**src/rtl/rr_arb3x64.sv**
```systemverilog
// Three-requester round-robin arbiter feeding a registered WIDTH-bit output.
// The search starts just after the last granted requester; only a grant moves it.
module rr_arb3x64 #(
  parameter int WIDTH = 64
) (
  input  logic             clk,
  input  logic             reset,
  input  logic             a_valid,
  input  logic             b_valid,
  input  logic             c_valid,
  input  logic [WIDTH-1:0] a,
  input  logic [WIDTH-1:0] b,
  input  logic [WIDTH-1:0] c,
  output logic             a_ready,
  output logic             b_ready,
  output logic             c_ready,
  output logic [WIDTH-1:0] dataout,
  output logic             dataout_valid,
  input  logic             dataout_ready,
  output logic [1:0]       s,
  output logic [1:0]       src
);

  logic [1:0]       last;
  logic [1:0]       last_eff;
  logic [1:0]       gnt;
  logic             any;
  logic             load_ok;
  logic             take;
  logic [WIDTH-1:0] mux;

  // An illegal pointer value of 3 behaves exactly like 2.
  assign last_eff = (last == 2'd3) ? 2'd2 : last;

  assign load_ok = !dataout_valid || dataout_ready;

  always_comb begin
    gnt = 2'd0;
    any = 1'b1;
    unique case (last_eff)
      2'd0: begin
        if (b_valid)      gnt = 2'd1;
        else if (c_valid) gnt = 2'd2;
        else if (a_valid) gnt = 2'd0;
        else              any = 1'b0;
      end
      2'd1: begin
        if (c_valid)      gnt = 2'd2;
        else if (a_valid) gnt = 2'd0;
        else if (b_valid) gnt = 2'd1;
        else              any = 1'b0;
      end
      default: begin
        if (a_valid)      gnt = 2'd0;
        else if (b_valid) gnt = 2'd1;
        else if (c_valid) gnt = 2'd2;
        else              any = 1'b0;
      end
    endcase
  end

  assign take = any && load_ok && !reset;

  assign s = take ? gnt : last_eff;

  assign a_ready = take && (gnt == 2'd0);
  assign b_ready = take && (gnt == 2'd1);
  assign c_ready = take && (gnt == 2'd2);

  always_comb begin
    mux = c;
    unique case (1'b1)
      (s == 2'd0): mux = a;
      (s == 2'd1): mux = b;
      default:     mux = c;
    endcase
  end

  always_ff @(posedge clk) begin
    if (reset) begin
      dataout       <= '0;
      dataout_valid <= 1'b0;
      src           <= 2'd0;
      last          <= 2'd2;
    end else if (take) begin
      dataout       <= mux;
      dataout_valid <= 1'b1;
      src           <= gnt;
      last          <= gnt;
    end else if (load_ok) begin
      dataout_valid <= 1'b0;
    end
  end

endmodule

```
**config.mk**
```make
export PLATFORM = sky130hd
export DESIGN_NAME = rr_arb3x64
export DESIGN_NICKNAME = d
export VERILOG_FILES = /design/src/rtl/rr_arb3x64.sv
export SDC_FILE = /design/constraint.sdc
export NUM_CORES = 1
export LEC_CHECK = 0
export CAP_MARGIN = 20
export CORE_MARGIN = 5
export CORE_UTILIZATION = 34
export CTS_CLUSTER_DIAMETER = 120
export DETAILED_ROUTE_END_ITERATION = 6
export HOLD_SLACK_MARGIN = 0.12
export PLACE_DENSITY = 0.78
export REMOVE_ABC_BUFFERS = 1
export SYNTH_ARGS = -nofsm -noshare
export SYNTH_HDL_FRONTEND = slang
export SYNTH_SLANG_ARGS = --single-unit
```
**constraint.sdc**
```tcl
create_clock -name clk -period 2.8 [get_ports clk]
set_input_delay 0.56 -clock clk [delete_from_list [all_inputs] [get_ports clk]]
set_output_delay 0.56 -clock clk [all_outputs]
set_load 0.005 [all_outputs]
```
==> key figures <==
Placement
  – Routability congestion estimate: 0.904
  – Buffers on Ports: 269
  – DP Area: about 6500 sq um
  – DPL Wire Length: 11,900 um

Drt
  – Remaining DRCs: 0
  – Highest Signal Layer: met4
  – Wire length on met3: 1700 um
  – Met1 wire length: 6320 um
  – Final WL: 16,800 um
  – WL/cell: a little under 20 um
  – Post-DRT Antenna Nets: 0
  – Via count: just under 5,000
  – Drt pass-1 iters: 5
  – Starting DRT DRC Count: 528
  – Met2 Wirelength: 8170 um
  – Vias per inst: 5.74

Floorplan
  – Die Area: 12,800 sq um
  – Initial Utilization: 0.350
  – Core ar.: 10,300 sq um
  – # rows: 37
  – Die width: 113 um
  – Die height: 113 um
  – # IOs: 270

Setup path
  – Worst EP required: 2.24 ns
  – CP endpoint kind: output pin
  – Flop-to-flop setup slack: 0.55 ns
  – RR Startpoint: last[1]
  – Reg-to-Reg End: dataout[38]
  – Worst-path maximum fanout: 2
  – Nature of the critical path startpoint: input port
  – Largest stage delay, worst path: 0.49 ns
  – CP Class: input port to output pin
  – R2r worst-path depth: 5
  – Slowest cell on the critical path: clkdlybuf4s50_1
  – Most numerous cell on the critical path: clkdlybuf4s50_1
  – WP data arrival: 2.17 ns
  – Critical path, cell by cell: clkdlybuf4s50_1, nor2b_1, o311a_4, or2_4, clkdlybuf4s50_1

CTS
  – CTS tree: built
  – Root Driver: clkbuf_8
  – Clk buf depth: 2
  – Num CTS Buffers: 9
  – H-tree depth: 3
  – Post-CTS setup buffer count: 0
  – CTS Hold Buffers Added: 0
  – Worst-path clk slew: 0.06 ns
  – Clock Latency Late Sink: 0.33 ns
  – Clock sink total: 68

Synthesis
  – Syn avg cell area: 7.52 sq um
  – Post-synthesis simple-gate area fraction: 0.0918
  – Adder-Cell Fraction of Synth Area: 0
  – Cell taking the most area after synthesis: dfxtp_1
  – Synth Area in Compound Gates: 0.463
  – Cell count after synthesis: 480
  – Post-synth top area share: 0.377
  – Synth cell types: 33
  – Sequential share of the synthesized area: 0.377
  – Mux cell area share after synthesis: 0
  – Post-synthesis cell area: ~3600 sq um
  – #FFs+latches synth: 68
  – XOR/XNOR share of the synthesized area: 0
  – Warnings from Yosys: 0
  – Largest family of logic cells by synthesized area: compound AO/OA/AOI/OAI gates
  – Area contributors post-synth: dfxtp_1 38%, o21ai_0 16%, a32oi_1 16%

Worst hold path
  – Worst hold-check path type: register to register
  – Worst Min Path Start: dataout[52]
  – Sink of the worst hold path: dataout[52]
  – Hold Path Depth: 2

Cells and area
  – Final core occ: 0.644
  – Share of layout cells above drive strength 1: 0.0632
  – Ant. Diodes: 0
  – Layout fillers: 866
  – Nets@finish: slightly above 900
  – Design Area, Final: 6650 sq um
  – Layout area overhead: 84.1%

Timing
  – Skew final: 0.0115 ns
  – Relative slew slack: 0.530
  – Final setup TNS: 0 ns
  – Fmax: 367 MHz
  – Finish-stage setup viols: 0
  – Final Hold Viols: 0
  – Final worst path period share: 0.974
  – Final min period: approximately 2.7 ns
  – Slew at the pin with the worst max-slew slack: 0.705 ns
  – RSZ-0062 raised after global routing: false
  – Fin. max-slew vios: 0

Power
  – Pleak: 0.00235 uW
  – VDD IR max: 0.227 mV
  – P per Cell Area: between 400 and 500 nW/um^2

Status
  – Status: finished clean

Global routing
  – Vias in the first global route: approximately 5,000
  – First-pass GRT wire length: 25,700 um
  – Total GRT Usage: 0.247
  – Pin count of the biggest net entering global routing: 69
  – Gr ovfl total: 0
  – Initial antenna violation count: 0

Flow run
  – Max-cap viol count: 0
-- registers in the layout, summed over array words and instances (netlist names) --
signal and count:
dataout 64, src 2, dataout_valid 1, last 1
-- kinds of logic after synthesis --
logic type	Yosys count
DFF	68
buffers and inverters	62
AOI/OAI and AO/OA	271
and+or+nand+nor	79
-- worst max-delay path by stage --
| stage | startpoint | endpoint | slack (ns) | cells after the start |
|---|---|---|---|---|
| 5_1_grt | dataout_ready | s[0] | 0.03 | 5 |
| 3_3_place_gp | c_valid | s[1] | -0.06 | 5 |
| 3_5_place_dp | c_valid | s[1] | -0.12 | 5 |
| 6_report | dataout_ready | s[0] | 0.07 | 5 |
| 2_1_floorplan | c_valid | s[1] | -2.46 | 3 |
| 4_1_cts | dataout_ready | s[1] | 0.03 | 6 |
-- synth_stat cells --
cell type	number
a31o_2	1
or2_1	1
and2_1	1
a2111oi_4	1
a41oi_1	1
or2b_1	1
a21oi_1	64
o21ai_0	117
buf_2	3
o2111a_1	1
a32oi_1	65
o311a_1	1
and2b_1	1
buf_1	4
nor2b_1	3
buf_4	1
o21a_1	1
inv_1	6
o21ai_1	12
a32o_1	1
inv_2	1
a31oi_1	2
o32ai_1	2
nand2_1	63
clkbuf_1	41
and3_1	1
a22o_1	1
or2_2	2
clkbuf_2	6
dfxtp_1	68
nor2_1	3
nand2b_1	3
o211ai_2	1
-- through the flow --
stage,hold slack [ns],power (uW),cells,setup WS [ns]
after CTS,0.447,2940,864,0.0257
after floorplan,0.442,1500,425,-2.46
final,0.447,2920,864,0.0736
after global routing,0.471,3070,864,0.0280
after global placement,0.432,2150,850,-0.0648
after detailed placement,0.438,2180,850,-0.123
-- routing by layer --
| layer | GRT usage | vias to the layer above |
|---|---|---|
| met2 | 0.433 | 290 |
| li1 | - | 2296 |
| met5 | 0 | - |
| met4 | 0.100 | 0 |
| met1 | 0.274 | 2327 |
| met3 | 0.0829 | 44 |
-- layout make-up --
cell class                      instances  area, sq um  area share
Inverter                                7         26.3     0.00395
Multi-Input combinational cell        350         2060       0.310
Timing Repair Buffer                  289         2850       0.429
Tap cell                              136          170      0.0256
Sequential cell                        68         1360       0.205
Clock inverter                          2         10.0     0.00151
Clock buffer                           12          165      0.0248
-- report_power, final --
part / switching, uW / internal (uW) / total, uW
clock network: 377 / 382 / 759
registers: 69.5 / 1100 / 1170
logic: 388 / 602 / 991
-- placed cells by master (no fill, tap or decap), types with 6 or more instances in the layout --
cell type and n:
clkdlybuf4s50_1 266, o21ai_0 117, dfxtp_1 67, a32oi_1 65, a21oi_1 64, nand2_1 63, buf_4 19, o21ai_1 12
clkbuf_8 12, inv_1 6
-- worst max-delay path, delay by kind of cell --
kind,cells,cell delay [ns]
buffers and inverters,2,0.93
AO/OA/AOI/OAI,1,0.36
AND/OR/NAND/NOR,2,0.32
-- timing repair --
action                                  in CTS  in global routing
endpoints found under the setup margin       4                  4
resized for setup                            4                  3
pin swaps                                    2                  0
Power figures use the tool's default switching activity.
